### src/rtl/sram_like_axi_pkg.sv
// Shared types and AXI constants for the sram-like to AXI3 responder.
package sram_like_axi_pkg;

    typedef enum logic [2:0] {
        S_IDLE = 3'd0,
        S_AR   = 3'd1,
        S_R    = 3'd2,
        S_AW_W = 3'd3,
        S_B    = 3'd4
    } state_t;

    localparam logic [1:0] BURST_INCR = 2'b01;
    localparam logic [7:0] LEN_SINGLE = 8'd0;
    localparam logic [3:0] CACHE_ZERO = 4'd0;
    localparam logic [2:0] PROT_ZERO  = 3'd0;
    localparam logic [1:0] LOCK_ZERO  = 2'd0;

    // Byte-lane strobes for a single beat, addr_lo is addr[1:0].
    function automatic logic [3:0] gen_wstrb(input logic [1:0] size, input logic [1:0] addr_lo);
        case (size)
            2'd0:    return 4'b0001 << addr_lo;
            2'd1:    return 4'b0011 << {addr_lo[1], 1'b0};
            default: return 4'b1111;
        endcase
    endfunction

endpackage

### src/rtl/sram_like_to_axi_if.sv
// Bundle of the sram-like request port and the AXI3 master port.
interface sram_like_to_axi_if;
    logic        req, wr;
    logic [1:0]  size;
    logic [31:0] addr, wdata;
    logic        addr_ok, data_ok;
    logic [31:0] rdata;

    logic [3:0]  arid;   logic [31:0] araddr; logic [7:0] arlen; logic [2:0] arsize;
    logic [1:0]  arburst; logic [1:0] arlock; logic [3:0] arcache; logic [2:0] arprot;
    logic        arvalid, arready;

    logic [3:0]  rid;    logic [31:0] rdata_axi; logic [1:0] rresp;
    logic        rlast, rvalid, rready;

    logic [3:0]  awid;   logic [31:0] awaddr; logic [7:0] awlen; logic [2:0] awsize;
    logic [1:0]  awburst; logic [1:0] awlock; logic [3:0] awcache; logic [2:0] awprot;
    logic        awvalid, awready;

    logic [3:0]  wid;    logic [31:0] wdata_axi; logic [3:0] wstrb;
    logic        wlast, wvalid, wready;

    logic [3:0]  bid;    logic [1:0] bresp;
    logic        bvalid, bready;

    logic        bus_err;

    // Responder side: serves sram-like requests, masters AXI.
    modport slave (
        input  req, wr, size, addr, wdata,
        output addr_ok, data_ok, rdata,
        output arid, araddr, arlen, arsize, arburst, arlock, arcache, arprot, arvalid,
        input  arready,
        input  rid, rdata_axi, rresp, rlast, rvalid,
        output rready,
        output awid, awaddr, awlen, awsize, awburst, awlock, awcache, awprot, awvalid,
        input  awready,
        output wid, wdata_axi, wstrb, wlast, wvalid,
        input  wready,
        input  bid, bresp, bvalid,
        output bready,
        output bus_err
    );

    modport master (
        output req, wr, size, addr, wdata,
        input  addr_ok, data_ok, rdata,
        input  arid, araddr, arlen, arsize, arburst, arlock, arcache, arprot, arvalid,
        output arready,
        output rid, rdata_axi, rresp, rlast, rvalid,
        input  rready,
        input  awid, awaddr, awlen, awsize, awburst, awlock, awcache, awprot, awvalid,
        output awready,
        input  wid, wdata_axi, wstrb, wlast, wvalid,
        output wready,
        output bid, bresp, bvalid,
        input  bready,
        input  bus_err
    );
endinterface

### src/rtl/sram_like_to_axi.sv
// Single-outstanding sram-like to AXI3 single-beat bridge.
// Optional sticky response error flag: define SRAM_LIKE_AXI_ERR_EN.
module sram_like_to_axi
    import sram_like_axi_pkg::*;
#(
    parameter logic [3:0] AXI_ID = 4'd0
) (
    input  logic               clk,
    input  logic               resetn,
    sram_like_to_axi_if.slave  bus
);

    state_t      state;
    logic [1:0]  size_q;
    logic [31:0] addr_q, wdata_q;
    logic        arvalid_q, rready_q, awvalid_q, wvalid_q, bready_q;
    logic        aw_done, w_done;

    wire aw_fire = awvalid_q & bus.awready;
    wire w_fire  = wvalid_q  & bus.wready;
    wire r_fire  = rready_q  & bus.rvalid;
    wire b_fire  = bready_q  & bus.bvalid;

    always_ff @(posedge clk or negedge resetn) begin
        if (!resetn) begin
            state     <= S_IDLE;
            size_q    <= '0;
            addr_q    <= '0;
            wdata_q   <= '0;
            arvalid_q <= 1'b0;
            rready_q  <= 1'b0;
            awvalid_q <= 1'b0;
            wvalid_q  <= 1'b0;
            bready_q  <= 1'b0;
            aw_done   <= 1'b0;
            w_done    <= 1'b0;
        end else begin
            case (state)
                S_IDLE: if (bus.req) begin
                    // size 3 is folded to word here so AXI never sees a 64-bit beat
                    size_q  <= (bus.size == 2'd3) ? 2'd2 : bus.size;
                    addr_q  <= bus.addr;
                    wdata_q <= bus.wdata;
                    if (bus.wr) begin
                        state     <= S_AW_W;
                        awvalid_q <= 1'b1;
                        wvalid_q  <= 1'b1;
                        aw_done   <= 1'b0;
                        w_done    <= 1'b0;
                    end else begin
                        state     <= S_AR;
                        arvalid_q <= 1'b1;
                    end
                end
                S_AR: if (bus.arready) begin
                    arvalid_q <= 1'b0;
                    rready_q  <= 1'b1;
                    state     <= S_R;
                end
                S_R: if (bus.rvalid) begin
                    rready_q <= 1'b0;
                    state    <= S_IDLE;
                end
                S_AW_W: begin
                    if (aw_fire) begin awvalid_q <= 1'b0; aw_done <= 1'b1; end
                    if (w_fire)  begin wvalid_q  <= 1'b0; w_done  <= 1'b1; end
                    if ((aw_done | aw_fire) && (w_done | w_fire)) begin
                        bready_q <= 1'b1;
                        state    <= S_B;
                    end
                end
                S_B: if (bus.bvalid) begin
                    bready_q <= 1'b0;
                    state    <= S_IDLE;
                end
                default: state <= S_IDLE;
            endcase
        end
    end

`ifdef SRAM_LIKE_AXI_ERR_EN
    logic bus_err_q;
    always_ff @(posedge clk or negedge resetn) begin
        if (!resetn)
            bus_err_q <= 1'b0;
        else if ((r_fire && bus.rresp != 2'b00) || (b_fire && bus.bresp != 2'b00))
            bus_err_q <= 1'b1;
    end
    assign bus.bus_err = bus_err_q;
`else
    assign bus.bus_err = 1'b0;
`endif

    // Only one transaction in flight, so IDs and rlast carry no information.
    logic unused_ok;
    assign unused_ok = ^{bus.rid, bus.bid, bus.rlast, bus.rresp, bus.bresp};

    assign bus.addr_ok = (state == S_IDLE);
    assign bus.data_ok = r_fire | b_fire;
    assign bus.rdata   = r_fire ? bus.rdata_axi : 32'd0;

    assign bus.arid    = AXI_ID;
    assign bus.araddr  = addr_q;
    assign bus.arlen   = LEN_SINGLE;
    assign bus.arsize  = {1'b0, size_q};
    assign bus.arburst = BURST_INCR;
    assign bus.arlock  = LOCK_ZERO;
    assign bus.arcache = CACHE_ZERO;
    assign bus.arprot  = PROT_ZERO;
    assign bus.arvalid = arvalid_q;
    assign bus.rready  = rready_q;

    assign bus.awid    = AXI_ID;
    assign bus.awaddr  = addr_q;
    assign bus.awlen   = LEN_SINGLE;
    assign bus.awsize  = {1'b0, size_q};
    assign bus.awburst = BURST_INCR;
    assign bus.awlock  = LOCK_ZERO;
    assign bus.awcache = CACHE_ZERO;
    assign bus.awprot  = PROT_ZERO;
    assign bus.awvalid = awvalid_q;

    assign bus.wid       = AXI_ID;
    assign bus.wdata_axi = wdata_q;
    assign bus.wstrb     = gen_wstrb(size_q, addr_q[1:0]);
    assign bus.wlast     = 1'b1;
    assign bus.wvalid    = wvalid_q;
    assign bus.bready    = bready_q;

endmodule

### src/flat_wrapper.sv
// flat-port wrapper written by rule: the top's interface ports become plain ports
module sram_like_to_axi_flat import sram_like_axi_pkg::*;
#(
    parameter logic [3:0] AXI_ID = 4'd0
)
  (clk, resetn, bus_req, bus_wr, bus_size, bus_addr, bus_wdata, bus_addr_ok, bus_data_ok, bus_rdata, bus_arid, bus_araddr, bus_arlen, bus_arsize, bus_arburst, bus_arlock, bus_arcache, bus_arprot, bus_arvalid, bus_arready, bus_rid, bus_rdata_axi, bus_rresp, bus_rlast, bus_rvalid, bus_rready, bus_awid, bus_awaddr, bus_awlen, bus_awsize, bus_awburst, bus_awlock, bus_awcache, bus_awprot, bus_awvalid, bus_awready, bus_wid, bus_wdata_axi, bus_wstrb, bus_wlast, bus_wvalid, bus_wready, bus_bid, bus_bresp, bus_bvalid, bus_bready, bus_bus_err);
  sram_like_to_axi_if bus_i ();
  input  logic clk;
  input  logic resetn;
  input wire logic [$bits(bus_i.req)-1:0] bus_req;
  input wire logic [$bits(bus_i.wr)-1:0] bus_wr;
  input wire logic [$bits(bus_i.size)-1:0] bus_size;
  input wire logic [$bits(bus_i.addr)-1:0] bus_addr;
  input wire logic [$bits(bus_i.wdata)-1:0] bus_wdata;
  output wire logic [$bits(bus_i.addr_ok)-1:0] bus_addr_ok;
  output wire logic [$bits(bus_i.data_ok)-1:0] bus_data_ok;
  output wire logic [$bits(bus_i.rdata)-1:0] bus_rdata;
  output wire logic [$bits(bus_i.arid)-1:0] bus_arid;
  output wire logic [$bits(bus_i.araddr)-1:0] bus_araddr;
  output wire logic [$bits(bus_i.arlen)-1:0] bus_arlen;
  output wire logic [$bits(bus_i.arsize)-1:0] bus_arsize;
  output wire logic [$bits(bus_i.arburst)-1:0] bus_arburst;
  output wire logic [$bits(bus_i.arlock)-1:0] bus_arlock;
  output wire logic [$bits(bus_i.arcache)-1:0] bus_arcache;
  output wire logic [$bits(bus_i.arprot)-1:0] bus_arprot;
  output wire logic [$bits(bus_i.arvalid)-1:0] bus_arvalid;
  input wire logic [$bits(bus_i.arready)-1:0] bus_arready;
  input wire logic [$bits(bus_i.rid)-1:0] bus_rid;
  input wire logic [$bits(bus_i.rdata_axi)-1:0] bus_rdata_axi;
  input wire logic [$bits(bus_i.rresp)-1:0] bus_rresp;
  input wire logic [$bits(bus_i.rlast)-1:0] bus_rlast;
  input wire logic [$bits(bus_i.rvalid)-1:0] bus_rvalid;
  output wire logic [$bits(bus_i.rready)-1:0] bus_rready;
  output wire logic [$bits(bus_i.awid)-1:0] bus_awid;
  output wire logic [$bits(bus_i.awaddr)-1:0] bus_awaddr;
  output wire logic [$bits(bus_i.awlen)-1:0] bus_awlen;
  output wire logic [$bits(bus_i.awsize)-1:0] bus_awsize;
  output wire logic [$bits(bus_i.awburst)-1:0] bus_awburst;
  output wire logic [$bits(bus_i.awlock)-1:0] bus_awlock;
  output wire logic [$bits(bus_i.awcache)-1:0] bus_awcache;
  output wire logic [$bits(bus_i.awprot)-1:0] bus_awprot;
  output wire logic [$bits(bus_i.awvalid)-1:0] bus_awvalid;
  input wire logic [$bits(bus_i.awready)-1:0] bus_awready;
  output wire logic [$bits(bus_i.wid)-1:0] bus_wid;
  output wire logic [$bits(bus_i.wdata_axi)-1:0] bus_wdata_axi;
  output wire logic [$bits(bus_i.wstrb)-1:0] bus_wstrb;
  output wire logic [$bits(bus_i.wlast)-1:0] bus_wlast;
  output wire logic [$bits(bus_i.wvalid)-1:0] bus_wvalid;
  input wire logic [$bits(bus_i.wready)-1:0] bus_wready;
  input wire logic [$bits(bus_i.bid)-1:0] bus_bid;
  input wire logic [$bits(bus_i.bresp)-1:0] bus_bresp;
  input wire logic [$bits(bus_i.bvalid)-1:0] bus_bvalid;
  output wire logic [$bits(bus_i.bready)-1:0] bus_bready;
  output wire logic [$bits(bus_i.bus_err)-1:0] bus_bus_err;
  assign bus_i.req = bus_req;
  assign bus_i.wr = bus_wr;
  assign bus_i.size = bus_size;
  assign bus_i.addr = bus_addr;
  assign bus_i.wdata = bus_wdata;
  assign bus_addr_ok = bus_i.addr_ok;
  assign bus_data_ok = bus_i.data_ok;
  assign bus_rdata = bus_i.rdata;
  assign bus_arid = bus_i.arid;
  assign bus_araddr = bus_i.araddr;
  assign bus_arlen = bus_i.arlen;
  assign bus_arsize = bus_i.arsize;
  assign bus_arburst = bus_i.arburst;
  assign bus_arlock = bus_i.arlock;
  assign bus_arcache = bus_i.arcache;
  assign bus_arprot = bus_i.arprot;
  assign bus_arvalid = bus_i.arvalid;
  assign bus_i.arready = bus_arready;
  assign bus_i.rid = bus_rid;
  assign bus_i.rdata_axi = bus_rdata_axi;
  assign bus_i.rresp = bus_rresp;
  assign bus_i.rlast = bus_rlast;
  assign bus_i.rvalid = bus_rvalid;
  assign bus_rready = bus_i.rready;
  assign bus_awid = bus_i.awid;
  assign bus_awaddr = bus_i.awaddr;
  assign bus_awlen = bus_i.awlen;
  assign bus_awsize = bus_i.awsize;
  assign bus_awburst = bus_i.awburst;
  assign bus_awlock = bus_i.awlock;
  assign bus_awcache = bus_i.awcache;
  assign bus_awprot = bus_i.awprot;
  assign bus_awvalid = bus_i.awvalid;
  assign bus_i.awready = bus_awready;
  assign bus_wid = bus_i.wid;
  assign bus_wdata_axi = bus_i.wdata_axi;
  assign bus_wstrb = bus_i.wstrb;
  assign bus_wlast = bus_i.wlast;
  assign bus_wvalid = bus_i.wvalid;
  assign bus_i.wready = bus_wready;
  assign bus_i.bid = bus_bid;
  assign bus_i.bresp = bus_bresp;
  assign bus_i.bvalid = bus_bvalid;
  assign bus_bready = bus_i.bready;
  assign bus_bus_err = bus_i.bus_err;
  sram_like_to_axi #(.AXI_ID(AXI_ID)) u_core (.clk(clk), .resetn(resetn), .bus(bus_i));
endmodule
### config.mk
export PLATFORM = sky130hd
export DESIGN_NAME = sram_like_to_axi_flat
export DESIGN_NICKNAME = d
export VERILOG_FILES = /design/src/rtl/sram_like_axi_pkg.sv /design/src/rtl/sram_like_to_axi_if.sv /design/src/rtl/sram_like_to_axi.sv /design/src/flat_wrapper.sv
export SDC_FILE = /design/constraint.sdc
export NUM_CORES = 1
export LEC_CHECK = 0
export BUFFER_PORTS_ARGS = -buffer_cell sky130_fd_sc_hd__buf_2
export CORE_AREA = 2 2 121 123
export DETAILED_ROUTE_END_ITERATION = 16
export DIE_AREA = 0 0 123 125
export PLACE_DENSITY = 0.72
export SETUP_SLACK_MARGIN = 0.05
export SLEW_MARGIN = 20
export SYNTH_ARGS = -nofsm -noshare
export SYNTH_HDL_FRONTEND = slang
export SYNTH_SLANG_ARGS = --single-unit
export TNS_END_PERCENT = 50
### constraint.sdc
create_clock -name clk -period 5.1 [get_ports clk]
set_clock_uncertainty 0.05 [all_clocks]
set_input_delay 1.02 -clock clk [delete_from_list [all_inputs] [get_ports clk]]
set_output_delay 1.02 -clock clk [all_outputs]
set_load 0.01 [all_outputs]
==> flow_summary.json, run 1 <==
{
  "setup_viol": 0,
  "worst-path-max-fanout": 34,
  "tightestPinTransition_ns": 0.940,
  "dp_hpwl_um": 7160,
  "worst_hold_path_type": "reg -> reg",
  "powerDensity_nw_per_um2": 610,
  "clock_sinks": 76,
  "startpoint_type": "primary input",
  "synth_top_area_share": 0.482,
  "slew_headroom": 0.373,
  "wl_per_cell_um": 12.6,
  "antenna_found_initial": 0,
  "final_cell_mix": "buf_2 (248), dfrtp_1 (76), conb_1 (54), mux2_2 (49), and3_1 (33)",
  "postCtsResizedCells": 0,
  "cts_tree": "yes",
  "hold_viol_final": 0,
  "synth.area.top_cells": "dfrtp_1 (48%), buf_4 (18%), mux2_2 (14%)",
  "grt_pass1_vias": 2901,
  "drtIter0Drc": 64,
  "yosysUniqueCellTypes": 33,
  "gr-total-overflow": 0,
  "syn-cell-area_um2": 3950,
  "drive_above_1_share": 0.576,
  "die_area_um2": 15400,
  "vdd_drop_max_mv": 0.248,
  "status": "completed",
  "min_period_ns": 2.84,
  "design.core.area_um2": 14200,
  "grt_max_degree": 77,
  "routed_wl_um": 9250,
  "mostFrequentLayoutCell": "buf_2",
  "avgSynthCellArea_um2": 11.8,
  "synth_top_cell_by_area": "dfrtp_1",
  "grt_pass1_wl_um": 14300,
  "cts_setup_buffers": 0,
  "drc_errors": 0,
  "die_w_um": 123,
  "io_buffers": 249,
  "tns_ns": 0,
  "endpoint_kind": "primary output",
  "drtPass1Iterations": 4,
  "numCtsBuffers": 9,
  "cts.path.max_buffers": 2,
  "viasPerCell": 4.17,
  "maxCapViolations": 0,
  "gr-usage-all-layers": 0.118,
  "io_pins": 317,
  "antenna_cells": 0,
  "antenna_left": 0,
  "drv_slew": 0,
  "syn2layout_area_growth_pct": 31.9,
  "total_power_w": 0.00318,
  "clk_pin_slew_worst_paths_ns": 0.06,
  "worstPathRequired_ns": 4.03,
  "fmax_mhz": 352,
  "clockRootBuffer": "clkbuf_16",
  "period_share": 0.558,
  "gp_congestion": 0.728,
  "clock_latency_ns": 0.32,
  "rsz0062_at_grt": "no",
  "hold_buffers": 0,
  "vias": 3061,
  "initial_core_util": 0.278,
  "leakage_nw": 2.87,
  "synth_seq_area_share": 0.482,
  "arrival_ns": 1.77,
  "syn_inst": 335,
  "rows": 44,
  "die_h_um": 125,
  "nets": 665,
  "yosysWarnings": 0,
  "critPathKind": "in -> out",
  "ys_ff_latch": 76,
  "htreeDepth": 3
}
==> synth_stat cells <==
cell       number
dfrtp_1        76
o21bai_1        2
nor3_1          3
o22a_1          2
nand4bb_1       1
nor4_1          1
and3_1         33
o2bb2ai_1       1
a22o_1          1
mux2_1         16
a21o_1          2
a2bb2oi_1       1
mux2_2         49
buf_2           1
nand2_1         5
buf_4          92
a21boi_0        2
inv_1           6
nand2b_1        2
conb_1          2
o2111ai_1       1
a21oi_1         5
a211oi_1        1
nor2_1          4
o31ai_1         1
nand3b_1        1
buf_6           3
o21ai_0         5
a31oi_1         3
nor2b_1         3
o22ai_1         1
clkbuf_1        8
nor4b_4         1
==> layout make-up <==
type                    count  area [µm²]
inverters                   6        22.5
clock buffers               9         225
clock inverters             7         105
flip-flops and latches     76        1900
repair buffers            251        1260
multi-input cells         201        1460
fillers                  1441        9000
well taps                 184         230
==> worst max-delay path: stages <==
cell and delay (ns):
buf_2 0.35, a22o_1 0.26, buf_2 0.14
==> per-layer routing <==
layer  track usage  wire (µm)
met5             0          0
met4        0.0368         90
met3        0.0342        930
met2         0.207       4710
met1         0.136       3520
==> cell families (layout without fill, tap and decap cells) <==
kind of cell    Yosys count  count (layout)  synth area share
other cells               2              54           0.00190
compound gates           28              28            0.0476
mux                      65              65             0.185
buf+inv                 110             273             0.198
simple gates             54              54            0.0850
flops                    76              76             0.482
==> registers in the layout, summed over array words and instances (netlist names) <==
register,count
u_core.bus.bready,1
u_core.bus.awvalid,1
u_core.w_done,1
u_core.state,3
u_core.aw_done,1
u_core.bus.wdata_axi,32
u_core.size_q,2
u_core.bus.araddr,32
u_core.bus.rready,1
u_core.bus.arvalid,1
u_core.bus.wvalid,1
==> power by group <==
part	internal, W	switching [W]
logic	0.000668	0.000667
clock network	0.000436	0.000261
registers	0.000900	0.000246
==> final timing paths <==
kind | startpoint | end | slack, ns | cells past startpoint
min in group asynchronous | resetn | u_core.bus.wdata_axi[1] | 0.78 | 1
setup / recovery | bus_rvalid | bus_data_ok | 2.26 | 3
hold / removal | u_core.bus.wdata_axi[22] | u_core.bus.wdata_axi[22] | 0.43 | 1
hold reg to reg | u_core.bus.wdata_axi[22] | u_core.bus.wdata_axi[22] | 0.43 | 1
setup reg to reg | u_core.state[2] | u_core.bus.wdata_axi[10] | 3.25 | 3
max in group asynchronous | resetn | u_core.bus.awvalid | 3.60 | 1
==> stage by stage <==
step	instances	setup slack (ns)	hold WS, ns	utilization	area, µm²
2_1_floorplan	387	2.61	0.450	-	4140
3_3_place_gp	718	2.23	0.414	0.343	4880
3_5_place_dp	718	2.21	0.419	0.343	4880
4_1_cts	734	2.21	0.434	0.367	5210
5_1_grt	734	2.15	0.453	0.367	5210
6_report	734	2.26	0.430	0.367	5210
No activity file was read; power rests on OpenSTA's default activity.
==> run 2: changes to the inputs <==
--- a/config.mk
+++ b/config.mk
@@ -6,10 +6,10 @@
 export NUM_CORES = 1
 export LEC_CHECK = 0
 export BUFFER_PORTS_ARGS = -buffer_cell sky130_fd_sc_hd__buf_2
-export CORE_AREA = 2 2 121 123
+export CORE_AREA = 2 2 122 124
 export DETAILED_ROUTE_END_ITERATION = 16
-export DIE_AREA = 0 0 123 125
-export PLACE_DENSITY = 0.72
+export DIE_AREA = 0 0 124 126
+export PLACE_DENSITY = 0.71
 export SETUP_SLACK_MARGIN = 0.05
 export SLEW_MARGIN = 20
 export SYNTH_ARGS = -nofsm -noshare
==> constraint.sdc (replaced) <==
create_clock -name clk -period 2.9 [get_ports clk]
set_clock_uncertainty 0.05 [all_clocks]
set_input_delay 0.58 -clock clk [delete_from_list [all_inputs] [get_ports clk]]
set_output_delay 0.58 -clock clk [all_outputs]
set_load 0.01 [all_outputs]
==> flow_summary.json, run 2 (synthesis results as in run 1) <==
{
  "arrival_ns": 1.65,
  "gr-total-overflow": 0,
  "clk_pin_slew_worst_paths_ns": 0.06,
  "antenna_cells": 0,
  "crit_start": "u_core.bus.rready",
  "dp_hpwl_um": 7620,
  "antenna_found_initial": 0,
  "status": "completed",
  "routed_wl_um": 9830,
  "seqCellArea_um2": 1900,
  "fin_cells": 734,
  "met2_usage": 0.217,
  "drtIter0Drc": 115,
  "gp_congestion": 0.716,
  "design.core.area_um2": 14300,
  "min_period_ns": 2.28,
  "endpoint_kind": "primary output",
  "cts_tree": "yes",
  "rows": 44,
  "grt_max_degree": 77,
  "r2r_cells": 3,
  "final_cell_mix": "buf_2 (248), dfrtp_1 (76), conb_1 (54), mux2_2 (49), and3_1 (33)",
  "drv_slew": 0,
  "worst_hold_path_type": "in -> async",
  "numCtsBuffers": 9,
  "tightestPinTransition_ns": 0.949,
  "hold_buffers": 0,
  "fmax_mhz": 439,
  "nets": 665,
  "hold_viol_final": 0,
  "cts.path.max_buffers": 2,
  "die_w_um": 124,
  "grtUsageMet1": 0.137,
  "r2r_start": "u_core.state[1]",
  "grt_util_met3": 0.0426,
  "antenna_left": 0,
  "clock_sinks": 76,
  "clockRootBuffer": "clkbuf_16",
  "top_usage_layer": "met2",
  "setup_viol": 0,
  "timing.rr.end": "u_core.bus.araddr[7]",
  "drtPass1Iterations": 4,
  "viasPerCell": 4.16,
  "rsz0062_at_grt": "no",
  "io_buffers": 249,
  "fillers": 1433,
  "drive_above_1_share": 0.576,
  "postCtsResizedCells": 0,
  "drc_errors": 0,
  "htreeDepth": 3,
  "endpoint": "bus_rdata[7]",
  "multi_input_area_um2": 1460,
  "slew_headroom": 0.367,
  "leakage_nw": 2.88,
  "initial_core_util": 0.276,
  "wl_per_cell_um": 13.4,
  "critPathKind": "reg -> out",
  "worst-path-max-fanout": 36,
  "cts_setup_buffers": 0,
  "powerDensity_nw_per_um2": 1090,
  "maxCapViolations": 0,
  "vdd_drop_max_mv": 0.555,
  "io_pins": 317,
  "grt_pass1_vias": 2902,
  "clock_latency_ns": 0.33,
  "worstPathRequired_ns": 2.27,
  "vias": 3051,
  "syn2layout_area_growth_pct": 32.5,
  "post-place-cells": 718,
  "mostFrequentLayoutCell": "buf_2",
  "startpoint_type": "flip-flop",
  "die_h_um": 126,
  "grt_pass1_wl_um": 14700,
  "r2r_setup_slack_ns": 1.03,
  "tns_ns": 0,
  "gr-usage-all-layers": 0.123,
  "die_area_um2": 15600,
  "period_share": 0.786
}
==> run 2: changes by cell type in the layout (fill, tap and decap cells not counted) <==
cell,before,now
bufinv_16,2,3
inv_6,2,3
clkinv_4,1,0
clkinvlp_4,1,0
==> run 2: stage by stage <==
stage	setup slack (ns)	instance area [µm²]	power [W]	hold WS, ns	util
final	0.620	5230	0.00569	0.349	0.365
after global routing	0.467	5230	0.00609	0.395	0.365
after CTS	0.557	5230	0.00580	0.383	0.365
after detailed placement	0.880	4880	0.00443	0.419	0.341
after global placement	0.894	4880	0.00437	0.413	0.341
after floorplan	1.22	4140	0.00369	0.234	-
==> run 2: how the worst min path moves through the flow <==
stage	depth (start not counted)	from	endpoint	slack, ns
2_1_floorplan	0	resetn	u_core.aw_done	0.23
3_3_place_gp	1	u_core.bus.wdata_axi[18]	u_core.bus.wdata_axi[18]	0.41
3_5_place_dp	1	u_core.bus.wdata_axi[24]	u_core.bus.wdata_axi[24]	0.42
4_1_cts	1	resetn	u_core.bus.wdata_axi[17]	0.38
5_1_grt	2	bus_wdata[18]	u_core.bus.wdata_axi[18]	0.39
6_report	1	resetn	u_core.bus.wdata_axi[2]	0.35
==> run 2: layer usage <==
layer,part of all wire,wire [µm],vias to the layer above
li1,-,-,1433
met1,0.37,3660,1422
met2,0.52,5090,188
met3,0.10,991,8
met4,0.0095,93,0
met5,0,0,-
==> run 2: critical path, stage by stage, from the launching register on <==
cell and delay, ns:
dfrtp_1 0.88, and3_1 0.30, buf_2 0.14
==> run 2: layout make-up <==
cell class | count | area share
Timing Repair Buffer | 251 | 0.242
Clock inverter | 7 | 0.0244
Tap cell | 184 | 0.0440
Clock buffer | 9 | 0.0431
Inverter | 6 | 0.00431
Multi-Input combinational cell | 201 | 0.279
Sequential cell | 76 | 0.364
==> run 2: power by group <==
group | switching (W) | internal (W)
combinational | 0.00118 | 0.00117
clock | 0.000466 | 0.000856
sequential | 0.000436 | 0.00158
==> run 3: changes to the inputs <==
--- a/config.mk
+++ b/config.mk
@@ -6,10 +6,10 @@
 export NUM_CORES = 1
 export LEC_CHECK = 0
 export BUFFER_PORTS_ARGS = -buffer_cell sky130_fd_sc_hd__buf_2
-export CORE_AREA = 2 2 122 124
+export CORE_AREA = 2 2 121 123
 export DETAILED_ROUTE_END_ITERATION = 16
-export DIE_AREA = 0 0 124 126
-export PLACE_DENSITY = 0.71
+export DIE_AREA = 0 0 123 125
+export PLACE_DENSITY = 0.74
 export SETUP_SLACK_MARGIN = 0.05
 export SLEW_MARGIN = 20
 export SYNTH_ARGS = -nofsm -noshare
==> constraint.sdc (replaced) <==
create_clock -name clk -period 2 [get_ports clk]
set_clock_uncertainty 0.05 [all_clocks]
set_input_delay 0.4 -clock clk [delete_from_list [all_inputs] [get_ports clk]]
set_output_delay 0.4 -clock clk [all_outputs]
set_load 0.01 [all_outputs]
==> flow_summary.json, run 3 (synthesis results as in run 1) <==
{
  "status": "completed",
  "period_share": 0.926,
  "maxCapViolations": 0,
  "gr-total-overflow": 0,
  "clk_pin_slew_worst_paths_ns": 0.07,
  "worst_hold_path_type": "in -> reg",
  "gp_congestion": 0.799,
  "io_buffers": 249,
  "critPathKind": "reg -> out",
  "io_pins": 317,
  "total_power_w": 0.00798,
  "antenna_left": 0,
  "worst-path-max-fanout": 26,
  "viasPerCell": 4.20,
  "hold_viol_final": 0,
  "grt_util_met3": 0.0433,
  "syn2layout_area_growth_pct": 33.1,
  "drive_above_1_share": 0.581,
  "arrival_ns": 1.40,
  "mostFrequentLayoutCell": "buf_2",
  "initial_core_util": 0.278,
  "r2r_start": "u_core.state[2]",
  "dp_hpwl_um": 7470,
  "hp-start": "bus_wdata[11]",
  "clock_latency_ns": 0.34,
  "met2_usage": 0.220,
  "drv_slew": 0,
  "drc_errors": 0,
  "post-route-cell-area_um2": 5250,
  "fmax_mhz": 540,
  "setup_viol": 0,
  "design.core.area_um2": 14200,
  "holdWs_ns": 0.220,
  "die_h_um": 125,
  "cts_tree": "yes",
  "tns_ns": 0,
  "startpoint_type": "flip-flop",
  "vdd_drop_max_mv": 0.795,
  "min_period_ns": 1.85,
  "nets": 671,
  "final_cell_mix": "buf_2 (248), dfrtp_1 (76), conb_1 (54), mux2_2 (49), and3_1 (33)",
  "routed_wl_um": 9470,
  "wl_per_cell_um": 12.8,
  "grt_pass1_vias": 2990,
  "antenna_cells": 0,
  "drtIter0Drc": 54,
  "layout_setup_ws_ns": 0.148,
  "clockRootBuffer": "clkbuf_16",
  "powerDensity_nw_per_um2": 1520,
  "pre_cts_slack_ns": 0.262,
  "die_w_um": 123,
  "vias": 3108,
  "drtPass1Iterations": 6,
  "grtUsageMet1": 0.135,
  "grt_max_degree": 43,
  "top_usage_layer": "met2",
  "worstPathRequired_ns": 1.55,
  "gr-usage-all-layers": 0.124,
  "rows": 44,
  "clock_sinks": 76,
  "numCtsBuffers": 9,
  "grt_pass1_wl_um": 14700,
  "crit_start": "u_core.bus.rready",
  "cts_setup_buffers": 0,
  "endpoint_kind": "primary output",
  "antenna_found_initial": 0,
  "leakage_nw": 2.89,
  "htreeDepth": 3,
  "rsz0062_at_grt": "yes",
  "die_area_um2": 15400,
  "cts.path.max_buffers": 2,
  "detailed_place.area_um2": 4950
}
==> run 3: routing by layer <==
metal	wire [µm]	part of all wire
met2	4900	0.52
met4	109	0.012
met3	933	0.099
met1	3530	0.37
met5	0	0
==> run 3: through the flow <==
step / cells / utilization
finish: 740 / 0.370
global route: 740 / 0.370
CTS: 740 / 0.369
detailed placement: 723 / 0.349
global placement: 723 / 0.349
floorplan: 387 / -
==> run 3: final timing paths <==
| kind | slack [ns] | end | depth (start not counted) |
|---|---|---|---|
| max | 0.15 | bus_rdata[5] | 3 |
| min | 0.22 | u_core.bus.wdata_axi[11] | 2 |
| max reg2reg | 0.35 | u_core.bus.araddr[14] | 3 |
| min reg2reg | 0.43 | u_core.bus.wdata_axi[23] | 1 |
| max in group asynchronous | 0.81 | u_core.bus.bready | 3 |
| min in group asynchronous | 0.49 | u_core.bus.wdata_axi[6] | 2 |
==> run 3: area by class of cell <==
cell class,instances,area (µm²)
Inverter,6,22.5
Multi-Input combinational cell,201,1460
Tap cell,184,230
Clock inverter,7,58.8
Fill cell,1459,8950
Timing Repair Buffer,257,1350
Sequential cell,76,1900
Clock buffer,9,225
==> run 3: worst max-delay path, stage by stage, from the launching register on <==
cell     delay (ns)
dfrtp_1        0.48
buf_6          0.23
and3_1         0.21
buf_2          0.14
==> run 3: repair_timing <==
action                     CTS  global route
hold buffers                 1             0
gates resized for setup      0             2
setup endpoints to repair    0            19
hold endpoints to repair    34             0
==> run 3: power by group <==
group | internal, W | switching (W)
logic | 0.00178 | 0.00184
registers | 0.00230 | 0.000517
clock network | 0.000859 | 0.000684
